File: src/rtl/prime_gen_avalon_master_if.sv
// Avalon-MM initiator bus plus output stream for the prime-table reader.
interface prime_gen_avalon_master_if #(
  parameter int DATA_W = 32,
  parameter int ADDR_W = 2
);
  logic [ADDR_W-1:0] avm_address;
  logic              avm_write;
  logic              avm_read;
  logic [DATA_W-1:0] avm_writedata;
  logic              avm_waitrequest;
  logic [DATA_W-1:0] avm_readdata;
  logic              avm_readdatavalid;
  logic [1:0]        avm_response;
  logic              avm_writeresponsevalid;
  logic              avm_done;
  logic              out_valid;
  logic [DATA_W-1:0] out_data;
  logic [8:0]        out_index;
  logic              out_ready;

  modport master (
    output avm_address, avm_write, avm_read, avm_writedata,
    input  avm_waitrequest, avm_readdata, avm_readdatavalid,
    input  avm_response, avm_writeresponsevalid, avm_done,
    output out_valid, out_data, out_index,
    input  out_ready
  );

  modport slave (
    input  avm_address, avm_write, avm_read, avm_writedata,
    output avm_waitrequest, avm_readdata, avm_readdatavalid,
    output avm_response, avm_writeresponsevalid, avm_done,
    input  out_valid, out_data, out_index,
    output out_ready
  );
endinterface

File: src/rtl/prime_gen_avalon_master.sv
// Programs the prime responder, then streams back table entries.
// Optional: PRIME_MASTER_STOP_ON_ZERO_EN ends the read-back at a zero entry.
module prime_gen_avalon_master #(
  parameter int DATA_W         = 32,
  parameter int ADDR_W         = 2,
  parameter int TIMEOUT_CYCLES = 1024,
  parameter int MAX_COUNT      = 256
) (
  input  logic       clk,
  input  logic       reset_n,
  input  logic       cmd_start,
  input  logic [9:0] cmd_max,
  input  logic [8:0] cmd_count,
  output logic       busy,
  output logic       cmd_done,
  output logic       err,
  output logic [1:0] err_code,
  prime_gen_avalon_master_if.master bus
);

  localparam int TW = $clog2(TIMEOUT_CYCLES + 1);
  localparam logic [TW-1:0] T_LAST = TW'(TIMEOUT_CYCLES - 1);

  typedef enum logic [3:0] {
    S_IDLE,
    S_WR_MAX,
    S_WR_RESP,
    S_WAIT_DONE,
    S_RD_REQ,
    S_RD_DATA,
    S_OUT,
    S_FINISH,
    S_FAIL
  } state_t;

  state_t            state, state_nxt;
  logic [9:0]        max_q;
  logic [8:0]        count_q;
  logic [8:0]        index_q;
  logic [8:0]        index_inc;
  logic [8:0]        count_clip;
  logic [TW-1:0]     tmo_q;
  logic              tmo_en;
  logic              capture;
  logic [1:0]        code_nxt;
  logic [DATA_W-1:0] data_q;
  logic [8:0]        oidx_q;

  assign index_inc  = index_q + 9'd1;
  assign count_clip = (int'(cmd_count) > MAX_COUNT) ?
                      9'(MAX_COUNT) : cmd_count;

  assign bus.out_data  = data_q;
  assign bus.out_index = oidx_q;

  always_comb begin
    state_nxt         = state;
    code_nxt          = err_code;
    capture           = 1'b0;
    tmo_en            = 1'b0;
    busy              = 1'b0;
    cmd_done          = 1'b0;
    err               = 1'b0;
    bus.avm_address   = '0;
    bus.avm_write     = 1'b0;
    bus.avm_read      = 1'b0;
    bus.avm_writedata = '0;
    bus.out_valid     = 1'b0;
    unique case (state)
      S_IDLE: begin
        if (cmd_start) begin
          state_nxt = S_WR_MAX;
          code_nxt  = 2'b00;
        end
      end
      S_WR_MAX: begin
        busy              = 1'b1;
        tmo_en            = 1'b1;
        bus.avm_write     = 1'b1;
        bus.avm_writedata = DATA_W'(max_q);
        if (!bus.avm_waitrequest) state_nxt = S_WR_RESP;
      end
      S_WR_RESP: begin
        busy   = 1'b1;
        tmo_en = 1'b1;
        if (bus.avm_writeresponsevalid) begin
          if (bus.avm_response == 2'b00) begin
            state_nxt = S_WAIT_DONE;
          end else begin
            state_nxt = S_FAIL;
            code_nxt  = 2'b01;
          end
        end
      end
      S_WAIT_DONE: begin
        busy   = 1'b1;
        tmo_en = 1'b1;
        if (bus.avm_done)
          state_nxt = (count_q != 9'd0) ? S_RD_REQ : S_FINISH;
      end
      S_RD_REQ: begin
        busy              = 1'b1;
        tmo_en            = 1'b1;
        bus.avm_read      = 1'b1;
        bus.avm_address   = ADDR_W'(1);
        bus.avm_writedata = DATA_W'(index_q);
        if (!bus.avm_waitrequest) state_nxt = S_RD_DATA;
      end
      S_RD_DATA: begin
        busy   = 1'b1;
        tmo_en = 1'b1;
        if (bus.avm_readdatavalid) begin
`ifdef PRIME_MASTER_STOP_ON_ZERO_EN
          if (bus.avm_readdata == '0) begin
            state_nxt = S_FINISH;
          end else begin
            capture   = 1'b1;
            state_nxt = S_OUT;
          end
`else
          capture   = 1'b1;
          state_nxt = S_OUT;
`endif
        end
      end
      S_OUT: begin
        busy          = 1'b1;
        bus.out_valid = 1'b1;
        if (bus.out_ready)
          state_nxt = (index_inc == count_q) ? S_FINISH : S_RD_REQ;
      end
      S_FINISH: begin
        cmd_done  = 1'b1;
        state_nxt = S_IDLE;
      end
      S_FAIL: begin
        err       = 1'b1;
        state_nxt = S_IDLE;
      end
      default: state_nxt = S_IDLE;
    endcase
    // A real event on the last allowed cycle still wins over the timeout.
    if (tmo_en && tmo_q == T_LAST && state_nxt == state) begin
      state_nxt = S_FAIL;
      code_nxt  = 2'b10;
    end
  end

  always_ff @(posedge clk or negedge reset_n) begin
    if (!reset_n) begin
      state    <= S_IDLE;
      max_q    <= '0;
      count_q  <= '0;
      index_q  <= '0;
      tmo_q    <= '0;
      err_code <= '0;
      data_q   <= '0;
      oidx_q   <= '0;
    end else begin
      state    <= state_nxt;
      err_code <= code_nxt;
      tmo_q    <= (state_nxt != state) ? '0 : tmo_q + TW'(tmo_en);
      if (state == S_IDLE && cmd_start) begin
        max_q   <= cmd_max;
        count_q <= count_clip;
        index_q <= '0;
      end
      if (capture) begin
        data_q <= bus.avm_readdata;
        oidx_q <= index_q;
      end
      if (state == S_OUT && bus.out_ready) index_q <= index_inc;
    end
  end

endmodule

File: src/flat_wrapper.sv
// flat-port wrapper written by rule: the top's interface ports become plain ports
module prime_gen_avalon_master_flat 
#(
  parameter int DATA_W         = 32,
  parameter int ADDR_W         = 2,
  parameter int TIMEOUT_CYCLES = 1024,
  parameter int MAX_COUNT      = 256
)
  (clk, reset_n, cmd_start, cmd_max, cmd_count, busy, cmd_done, err, err_code, bus_avm_address, bus_avm_write, bus_avm_read, bus_avm_writedata, bus_avm_waitrequest, bus_avm_readdata, bus_avm_readdatavalid, bus_avm_response, bus_avm_writeresponsevalid, bus_avm_done, bus_out_valid, bus_out_data, bus_out_index, bus_out_ready);
  prime_gen_avalon_master_if #(.DATA_W(DATA_W), .ADDR_W(ADDR_W)) bus_i ();
  input  logic clk;
  input  logic reset_n;
  input  logic cmd_start;
  input  logic [9:0] cmd_max;
  input  logic [8:0] cmd_count;
  output logic busy;
  output logic cmd_done;
  output logic err;
  output logic [1:0] err_code;
  output wire logic [$bits(bus_i.avm_address)-1:0] bus_avm_address;
  output wire logic [$bits(bus_i.avm_write)-1:0] bus_avm_write;
  output wire logic [$bits(bus_i.avm_read)-1:0] bus_avm_read;
  output wire logic [$bits(bus_i.avm_writedata)-1:0] bus_avm_writedata;
  input wire logic [$bits(bus_i.avm_waitrequest)-1:0] bus_avm_waitrequest;
  input wire logic [$bits(bus_i.avm_readdata)-1:0] bus_avm_readdata;
  input wire logic [$bits(bus_i.avm_readdatavalid)-1:0] bus_avm_readdatavalid;
  input wire logic [$bits(bus_i.avm_response)-1:0] bus_avm_response;
  input wire logic [$bits(bus_i.avm_writeresponsevalid)-1:0] bus_avm_writeresponsevalid;
  input wire logic [$bits(bus_i.avm_done)-1:0] bus_avm_done;
  output wire logic [$bits(bus_i.out_valid)-1:0] bus_out_valid;
  output wire logic [$bits(bus_i.out_data)-1:0] bus_out_data;
  output wire logic [$bits(bus_i.out_index)-1:0] bus_out_index;
  input wire logic [$bits(bus_i.out_ready)-1:0] bus_out_ready;
  assign bus_avm_address = bus_i.avm_address;
  assign bus_avm_write = bus_i.avm_write;
  assign bus_avm_read = bus_i.avm_read;
  assign bus_avm_writedata = bus_i.avm_writedata;
  assign bus_i.avm_waitrequest = bus_avm_waitrequest;
  assign bus_i.avm_readdata = bus_avm_readdata;
  assign bus_i.avm_readdatavalid = bus_avm_readdatavalid;
  assign bus_i.avm_response = bus_avm_response;
  assign bus_i.avm_writeresponsevalid = bus_avm_writeresponsevalid;
  assign bus_i.avm_done = bus_avm_done;
  assign bus_out_valid = bus_i.out_valid;
  assign bus_out_data = bus_i.out_data;
  assign bus_out_index = bus_i.out_index;
  assign bus_i.out_ready = bus_out_ready;
  prime_gen_avalon_master #(.DATA_W(DATA_W), .ADDR_W(ADDR_W), .TIMEOUT_CYCLES(TIMEOUT_CYCLES), .MAX_COUNT(MAX_COUNT)) u_core (.clk(clk), .reset_n(reset_n), .cmd_start(cmd_start), .cmd_max(cmd_max), .cmd_count(cmd_count), .busy(busy), .cmd_done(cmd_done), .err(err), .err_code(err_code), .bus(bus_i));
endmodule
File: config.mk
export PLATFORM = sky130hd
export DESIGN_NAME = prime_gen_avalon_master_flat
export DESIGN_NICKNAME = d
export VERILOG_FILES = /design/src/rtl/prime_gen_avalon_master_if.sv /design/src/rtl/prime_gen_avalon_master.sv /design/src/flat_wrapper.sv
export SDC_FILE = /design/constraint.sdc
export NUM_CORES = 1
export LEC_CHECK = 0
export ABC_AREA = 1
export CORE_ASPECT_RATIO = 0.8
export CORE_MARGIN = 3
export CORE_UTILIZATION = 43
export CTS_BUF_LIST = sky130_fd_sc_hd__clkbuf_8
export DETAILED_ROUTE_END_ITERATION = 8
export PLACE_DENSITY_LB_ADDON = 0.3
export SLEW_MARGIN = 20
export SYNTH_ARGS = -nofsm -noshare
export SYNTH_HDL_FRONTEND = slang
export SYNTH_SLANG_ARGS = --single-unit
File: constraint.sdc
create_clock -name clk -period 2.07 [get_ports clk]
set_input_delay 0.414 -clock clk [delete_from_list [all_inputs] [get_ports clk]]
set_output_delay 0.414 -clock clk [all_outputs]
set_load 0.1 [all_outputs]
==> Word-level counts from Yosys, hierarchy flattened <==
Cells that the tools add are included.
{ "totals": {"regBits": 86, "in_bits": 61, "out_inout_bits": 83, "word_cells": 70} }
{ "classes": {"add_sub_neg": 2, "order_cmp": 1, "n_eq_ne": 15, "n_mux": 32, "reduce_logical": 12} }
{ "ops": {"columns": ["cell", "count"], "rows": [
  ["2-to-1 mux 4 bit", 9],
  ["one-hot mux 4 bit (7 select lines)", 1],
  ["2-to-1 mux 9 bit", 3],
  ["one-hot mux 10 bit (2 select lines)", 1],
  ["== test 4 x 3 -> 1 bit (second input constant)", 4],
  ["2-to-1 mux 2 bit", 6],
  ["adder 11 x 1 -> 11 bit", 1],
  ["== test 11 x 10 -> 1 bit (second input constant)", 1],
  ["2-to-1 mux 11 bit", 1],
  ["2-to-1 mux 1 bit", 10],
  ["adder 9 x 1 -> 9 bit (second input constant)", 1],
  ["== test 9 bit", 1],
  ["> comparator 9 bit (second input constant)", 1],
  ["nonzero test 9 bit", 1],
  ["== test 4 x 2 -> 1 bit (second input constant)", 2],
  ["inequality test 3 x 2 -> 1 bit (second input constant)", 2],
  ["OR reduction 6 bit", 1],
  ["OR reduction 5 bit", 1],
  ["== test 4 x 1 -> 1 bit (second input constant)", 1],
  ["== test 4 bit", 1],
  ["== test 4 bit (second input constant)", 1],
  ["logical AND 1 bit", 4],
  ["logical NOT 4 bit", 1],
  ["inequality test 4 bit", 1],
  ["other kinds (6)", 6]
]} }

==> Depth between registers and ports, before layout <==
Gate-level depths: netlist (run 1).
{ "logic_depth": {"depth_word": 10, "depth_mapped": 20, "ltp_nobuf": 19} }

==> Least setup slack after synthesis (run 1) <==
Ideal clock, no wire load.
{ "synth_timing": {"path_kind": "register to output", "start": "register u_core.state[2]", "end": "output bus_avm_writedata[0]", "arrival_time_ns": 2.965, "required_time_ns": 1.656, "setup_slack_ns": -1.309, "stages_incl_launch_ff": 7, "path_buffers": 1, "cell_sequence": "dfrtp_1 -> inv_1 -> nand2_1 -> nor3_2 -> clkbuf_1 -> nand2_1 -> o21ai_0"} }
{ "synth_between": {"elab_chain_cells": 2, "elab_cells_between_ends": 3, "cone_classes": "eq/ne (2); mux (1)"} }
{ "synth_lines": {"columns": ["element", "line", "rtl"], "rows": [
  ["start, declared", "prime_gen_avalon_master.sv:36", "state_t state, state_nxt;"],
  ["start signal, assigned", "prime_gen_avalon_master.sv:160", "state <= state_nxt;"],
  ["== test 4 x 3 -> 1 bit or == test 4 x 1 -> 1 bit (tied branches)", "prime_gen_avalon_master.sv:69", "unique case (state)"],
  ["one-hot mux 10 bit (2 select lines) (*)", "prime_gen_avalon_master.sv:69", null],
  ["end, declared", "flat_wrapper.sv:23", "output wire logic [$bits(bus_i.avm_writedata)-1:0] bus_avm_writedata;"]
]} }
Every way passes the cells marked *; elsewhere a longest branch is shown, timed or not.

==> Worst setup path after layout (run 1) <==
{ "layout_timing": {"start": "register u_core.index_q[0]", "end": "register u_core.tmo_q[7]"} }
{ "layout_between": {"elab_chain_cells": 10} }
{ "layout_lines": {"columns": ["element", "line", "rtl"], "rows": [
  ["start, declared", "prime_gen_avalon_master.sv:39", "logic [8:0] index_q;"],
  ["start signal, assigned", "prime_gen_avalon_master.sv:172", "if (state == S_OUT && bus.out_ready) index_q <= index_inc;"],
  ["adder 9 x 1 -> 9 bit (*)", "prime_gen_avalon_master.sv:49", "assign index_inc = index_q + 9'd1;"],
  ["== test 9 bit (*)", "prime_gen_avalon_master.sv:130", "state_nxt = (index_inc == count_q) ? S_FINISH : S_RD_REQ;"],
  ["2-to-1 mux 2 bit (*)", "prime_gen_avalon_master.sv:130", null],
  ["2-to-1 mux 4 bit (*)", "prime_gen_avalon_master.sv:129", "if (bus.out_ready)"],
  ["one-hot mux 4 bit (7 select lines) (*)", "prime_gen_avalon_master.sv:69", null],
  ["== test 4 bit", "prime_gen_avalon_master.sv:143", "if (tmo_en && tmo_q == T_LAST && state_nxt == state) begin"],
  ["logical AND 1 bit", "prime_gen_avalon_master.sv:143", null],
  ["2-to-1 mux 4 bit (*)", "prime_gen_avalon_master.sv:143", null],
  ["inequality test 4 bit (*)", "prime_gen_avalon_master.sv:162", "tmo_q <= (state_nxt != state) ? '0 : tmo_q + TW'(tmo_en);"],
  ["2-to-1 mux 11 bit (*)", "prime_gen_avalon_master.sv:162", null],
  ["end signal, assigned", "prime_gen_avalon_master.sv:162", null],
  ["end, declared", "prime_gen_avalon_master.sv:42", "logic [TW-1:0] tmo_q;"]
]} }
Marked as above.
A chain may end at the register's enable or synchronous reset.

==> out/results.tsv, run 1 <==
metric	value	unit
Vias per Instance	4.93	
worst setup margin	-0.293	ns
status	finished with violations	
Combinational Power Share	67.2	%
count leader, synth	nand2_1	
Setup TNS	-4.47	ns
vias after detailed routing	4010	
fin. max-slew vios	0	
Synth top cells by count	nand2_1, dfrtp_1, inv_1	
Hold Vio Cnt, Final	0	
CP endpoint kind	flop	
core outline area	9810	um^2
initial antenna violation count	0	
ys async rst share	100	%
Yosys top cell by area	dfrtp_1	
Initial Utilization	44.8	%
Seq/Total Area, Yosys	49.0	%
GRT Overall Usage	21.2	%
diode count	0	
critical path class	reg -> reg	
maximum VDD drop	0.00119	V
Area Overhead vs Synth	56.0	%
XOR/XNOR share of the synthesized area	1.79	%
startpoint types	flop	
share of layout cells above drive strength 1	40.8	%
Most used DFF post-synth	dfrtp_1	
largest family of logic cells by synthesized area	simple AND/OR/NAND/NOR gates	
Pre-antenna DRT Iters	5	
final net count	736	
clk sink count	86	
pin count of the biggest net entering global routing	38	
Crit Path Max Fanout	6	
mux cell area share after synthesis	8.43	%
Synth Instances	486	
CTS Buf Count	9	
Clock power frac	10.3	%
yosys warns	0	
Required @ worst endpoint	2.36	ns
clock insertion delay at the later pin of the skew report	0.36	ns
#FFs+latches synth	86	
Final Cycle Share	114	%
Initial DRC Count	223	
failing checks	negative setup slack	
Synth Area per Inst	9.04	um^2
grt total ovfl	0	
arrival time of the worst setup path	2.65	ns
Yosys cell types	40	
CTS tree	yes	
IO Pins	144	
Placer Congestion	0.899	
die width	119	um
Power Internal	5.11	mW
Clock Pin Slew Worst Setup and Hold Paths	0.09	ns
Final Total Pwr	11.7	mW
compound-gate portion of the synthesized area	6.23	%
count of input and output buffers	120	
WHS	0.491	ns
routed length per instance	15.3	um
Adder-Cell Fraction of Synth Area	0.854	%
H-tree depth	3	
Routed Antenna Nets	0	
reported max-cap violation count	0	
Die H	96.4	um
Lkg Pwr	3.24	nW
sequential power share	22.5	%
Final Critical Period	2.36	ns
post-layout util	69.9	%
net switching power	6.62	mW
die area	11500	um^2
fillers	704	
Final Non-Filler Cells	813	
Sw Ratio	56.4	%
vias in the first global route	4046	
number of remaining DRC errors	0	
first-pass GRT wire length	19700	um
worst hold path type	reg -> reg	
root buffer cell	clkbuf_8	
Mapped Area	4400	um^2
# setup viols final	23	
Max Clock Freq	423	MHz
top post-synthesis cells by area	dfrtp_1, nand2_1, mux2_2	
row cnt	32	
RSZ-0062 raised after global routing	true	
Post-synth EDFFs	0	
post-synthesis simple-gate area fraction	24.5	%
Worst Clk Skew	0.0162	ns
top cell type's share of synthesized area	49.0	%
drt total wl	12400	um
DP Cell Count	781	
post-detail-place hpwl	8740	um
PwrDens	1710	nW/um^2
deepest clock path buffer count	2	
==> worst max-delay path, cell delays in order (launching register included) <==
cell      delay [ns]
dfrtp_1         0.42
ha_4            0.19
nand2_8         0.07
o21bai_2        0.17
nand2_1         0.10
nand2_1         0.08
nand3_1         0.13
nor2_4          0.17
nand3_4         0.12
nand2_4         0.10
nand2_4         0.06
nand3_4         0.10
nand3_4         0.10
a21oi_4         0.24
nand2_4         0.13
nor2_2          0.12
==> kinds of logic (layout without fill, tap and decap cells) <==
group,Yosys count,in the layout
other cells,1,23
buf+inv,80,248
xor+xnor,9,9
mux,33,33
compound gates,48,48
simple gates,226,227
flops,86,86
fa+ha+maj,3,3
==> flip-flops by register name (all words and copies together) (netlist names) <==
name	flops
u_core.tmo_q	11
u_core.bus.out_index	9
u_core.bus.out_data	32
u_core.index_q	9
u_core.state	4
u_core.max_q	10
u_core.count_q	9
u_core.err_code	2
==> metrics by stage <==
step | instance area (um^2) | setup WS (ns)
final | 6860 | -0.293
after global routing | 6860 | -0.435
after CTS | 6670 | -0.172
after detailed placement | 6200 | -0.383
after global placement | 6200 | -0.289
after floorplan | 4600 | -0.558
==> per-layer routing <==
layer	vias up	part of all wire, %	global-route usage (%)	wire [um]
met4	0	1.5	5.79	184
li1	1920	-	-	-
met2	181	48	33.7	5990
met1	1890	43	28.9	5290
met5	-	0	0	0
met3	19	7.8	5.70	972
==> cell usage in the layout, fill, tap and decap left out, types with 4 or more instances in the layout <==
master and instances:
xor2_1 6, nor2_4 7, dfrtp_1 85, nand3_4 4, o21ai_4 8, buf_6 17
clkbuf_8 9, o22ai_1 4, o21ai_0 23, nand2_2 10, nand3_1 26, inv_2 12
inv_1 31, nor2_1 13, clkdlybuf4s50_1 59, buf_4 92, nand3_2 10, nand4_1 10
nand2_1 99, conb_1 23, buf_12 18, nor2_2 18, mux2_2 32, nand2_4 17
==> what timing repair did <==
item	in CTS	in global routing
gates cloned	2	0
gates resized for setup	40	50
endpoints found under the setup margin	24	31
buffers inserted	10	6
hold endpoints to repair	23	0
hold buffers	1	0
pin swaps	8	10
==> area by class of cell <==
cell class	instances	area (um^2)	share of cell area, %
Timing Repair Buffer	187	1840	26.9
Inverter	45	174	2.54
Clock inverter	7	77.6	1.13
Tap cell	136	170	2.48
Sequential cell	86	2150	31.4
Clock buffer	9	124	1.81
Multi-Input combinational cell	343	2310	33.8
==> power by group through the flow <==
stage               Sequential, mW  Clock, mW  Combinational, mW
global placement              2.59          0               7.06
finish                        2.64       1.20               7.88
detailed placement            2.62          0               7.14
global route                  2.72       1.31               8.23
floorplan                     5.19          0               2.66
CTS                           2.62       1.24               7.56
==> worst paths after layout <==
| check | startpoint | to | slack, ns | depth (start not counted) |
|---|---|---|---|---|
| setup / recovery | u_core.index_q[0] | u_core.tmo_q[7] | -0.29 | 15 |
| hold / removal | u_core.bus.out_index[2] | u_core.bus.out_index[2] | 0.49 | 2 |
| setup reg to reg | u_core.index_q[0] | u_core.tmo_q[7] | -0.29 | 15 |
| hold reg to reg | u_core.bus.out_index[2] | u_core.bus.out_index[2] | 0.49 | 2 |
| max in group asynchronous | reset_n | u_core.bus.out_data[0] | 0.94 | 3 |
| min in group asynchronous | reset_n | u_core.max_q[1] | 0.52 | 2 |
Power figures use the tool's default switching activity.
==> run 2, diff against run 1 <==
--- a/config.mk
+++ b/config.mk
@@ -10,6 +10,7 @@
 export CORE_MARGIN = 3
 export CORE_UTILIZATION = 43
 export CTS_BUF_LIST = sky130_fd_sc_hd__clkbuf_8
+export CTS_CLUSTER_DIAMETER = 100
 export DETAILED_ROUTE_END_ITERATION = 8
 export PLACE_DENSITY_LB_ADDON = 0.3
 export SLEW_MARGIN = 20
==> results of run 2 <==
Same layout as run 1: the final DEF is identical, and so are final timing and power.
==> run 3, diff against run 2 <==
--- a/config.mk
+++ b/config.mk
@@ -12,7 +12,9 @@
 export CTS_BUF_LIST = sky130_fd_sc_hd__clkbuf_8
 export CTS_CLUSTER_DIAMETER = 100
 export DETAILED_ROUTE_END_ITERATION = 8
+export MAX_ROUTING_LAYER = met4
 export PLACE_DENSITY_LB_ADDON = 0.3
+export SETUP_SLACK_MARGIN = 0.05
 export SLEW_MARGIN = 20
 export SYNTH_ARGS = -nofsm -noshare
 export SYNTH_HDL_FRONTEND = slang
==> out/results.tsv, run 3 (synthesis results as in run 1) <==
metric	value	unit	change
status	finished with violations		
failing checks	negative setup slack		
PwrDens	1680	nW/um^2	-2.0%
Lkg Pwr	3.31	nW	+2.1%
Vias per Instance	4.85		-1.6%
Worst Clk Skew	0.0125	ns	-0.00374 ns
Place WS	-0.412	ns	-0.0291 ns
Initial Utilization	44.8	%	unchanged
GRT Overall Usage	21.1	%	-0.067 points
Final Cycle Share	119	%	+4.5 points
Die H	96.4	um	unchanged
worst hold path type	in -> async		
pin count of the biggest net entering global routing	87		+130%
Max Clock Freq	407	MHz	-3.8%
vias in the first global route	3798		-6.1%
Setup TNS	-7.05	ns	-2.58 ns
CTS tree	yes		
CP endpoint kind	flop		
r2r setup slk	-0.39	ns	-0.09 ns
worst path bufs/invs	1		+1
clk sink count	86		unchanged
Crit Reg-Reg Endpoint	u_core.tmo_q[5]		
root buffer cell	clkbuf_8		
Required @ worst endpoint	2.36	ns	about the same
first-pass GRT wire length	18700	um	-5.1%
Combinational Power Share	67.4	%	+0.2 points
Power Internal	5.13	mW	+0.50%
H-tree depth	3		unchanged
fin. max-slew vios	0		unchanged
count of input and output buffers	120		unchanged
r2r startpoint	u_core.index_q[0]		
commonest non-fill, non-tap cell in the layout	buf_4		
Sw Ratio	56.0	%	-0.41 points
routed length per instance	14.7	um	-4.1%
max reg flops	32		unchanged
DP Cell Count	785		+0.51%
Design Area, Final	6960	um^2	+1.6%
RSZ-0062 raised after global routing	true		
sequential power share	22.9	%	+0.4 points
grt total ovfl	0		unchanged
net switching power	6.54	mW	-1.2%
Final Non-Filler Cells	827		+1.7%
max incr delay on CP	0.41	ns	about the same
Area Overhead vs Synth	58.4	%	
Pre-antenna DRT Iters	5		unchanged
CTS Buf Count	9		unchanged
deepest clock path buffer count	2		unchanged
fillers	688		-2.3%
number of remaining DRC errors	0		unchanged
worst-case reg-to-reg path depth	16		+1
Top cell by count, worst path	nand3_4		
Crit Path Max Fanout	6		unchanged
Final Critical Period	2.46	ns	+0.0926 ns
share of layout cells above drive strength 1	42.1	%	+1.3 points
die area	11500	um^2	unchanged
Clock Pin Slew Worst Setup and Hold Paths	0.09	ns	about the same
Placer Congestion	0.905		+0.63%
maximum VDD drop	0.00119	V	-0.22%
diode count	0		unchanged
CP delay by family, top	simple AND/OR/NAND/NOR gates		
reported max-cap violation count	0		unchanged
worst-path cell chain	ha_4 > nand2_8 > nor2_4 > buf_6 > nand2_1 > nand3_1 > nand3_2 > nor2_4 > nand3_4 > nand2_2 > nand2_4 > nand3_4 > nand3_4 > a21oi_4 > nand2_4 > nor2_2		
clock insertion delay at the later pin of the skew report	0.37	ns	about the same
# setup viols final	28		+22%
final net count	750		+1.9%
Clock power frac	9.7	%	-0.6 points
worst setup margin	-0.386	ns	-0.0926 ns
core outline area	9810	um^2	unchanged
Routed Antenna Nets	0		unchanged
Hold Vio Cnt, Final	0		unchanged
WHS	0.0403	ns	-0.450 ns
commonest non-fill, non-tap cells in the layout	buf_4, nand2_1, dfrtp_1		
vias after detailed routing	4014		+0.10%
die width	119	um	unchanged
row cnt	32		unchanged
startpoint types	flop		
post-detail-place hpwl	8450	um	-3.3%
drt total wl	12100	um	-2.5%
initial antenna violation count	0		unchanged
CP max-delay cell	dfrtp_1		
IO Pins	144		unchanged
arrival time of the worst setup path	2.75	ns	+0.10 ns
Post-DP Area	6230	um^2	+0.48%
critical path class	reg -> reg		
hold buffers post-CTS	0		-1
Initial DRC Count	252		+13%
[run 3: cell types whose count changed in the layout (fill, tap and decap cells not counted), sizes merged]
cell / delta
buf: +15
clkbuf: +3
bufinv: -1
clkinv: -1
dlygate4sd3: -1
inv: -1
[run 3: repair_timing]
action,in CTS,in global routing
setup buffers,11,18
setup endpoints to repair,30,65
gates resized for setup,43,52
pin swaps,6,16
gates cloned,2,0
[run 3: area by class of cell]
| type | instances | area [um^2] | area share (%) |
|---|---|---|---|
| clock buffer | 12 | 165 | 2.37 |
| clock inverter | 4 | 30.0 | 0.431 |
| inverter | 45 | 171 | 2.46 |
| multi-input combinational | 343 | 2310 | 33.1 |
| sequential | 86 | 2160 | 31.0 |
| tap | 136 | 170 | 2.44 |
| timing repair buffer | 201 | 1960 | 28.2 |
[run 3: metal layers]
layer,up-vias,wire (um),GRT usage [%]
met5,-,0,-
met2,179,5620,31.8
met4,0,303,7.23
met3,27,1000,5.30
li1,1950,-,-
met1,1858,5200,28.1
[run 3: worst max path at each step]
stage / cells past startpoint / to / start / slack [ns]
2_1_floorplan: 14 / u_core.tmo_q[5] / u_core.state[3] / -0.56
3_3_place_gp: 12 / u_core.tmo_q[10] / bus_avm_writeresponsevalid / -0.30
3_5_place_dp: 12 / u_core.tmo_q[10] / bus_avm_writeresponsevalid / -0.41
4_1_cts: 13 / u_core.tmo_q[10] / u_core.state[3] / -0.20
5_1_grt: 16 / u_core.tmo_q[5] / u_core.index_q[0] / -0.53
6_report: 16 / u_core.tmo_q[5] / u_core.index_q[0] / -0.39
[run 3: through the flow]
step                      utilization [%]  total power [mW]
after global placement               63.5              9.68
final                                71.0              11.7
after CTS                            68.2              11.3
after detailed placement             63.5              9.79
after global routing                 71.0              12.2
after floorplan                         -              7.86
[run 3: worst register-to-register path: cells and delay by family (launching register included)]
family	cells	cell delay, ns
AND/OR/NAND/NOR	13	1.44
flip-flops	1	0.41
AO/OA/AOI/OAI	1	0.23
adder cells (fa/ha/maj)	1	0.18
buffers and inverters	1	0.11
[run 3: power groups by stage]
| stage | registers [mW] | logic, mW | clock network (mW) |
|---|---|---|---|
| final | 2.67 | 7.87 | 1.14 |
| after detailed placement | 2.64 | 7.15 | 0 |
| after floorplan | 5.19 | 2.67 | 0 |
| after global placement | 2.60 | 7.08 | 0 |
| after global routing | 2.74 | 8.23 | 1.25 |
| after CTS | 2.64 | 7.52 | 1.18 |
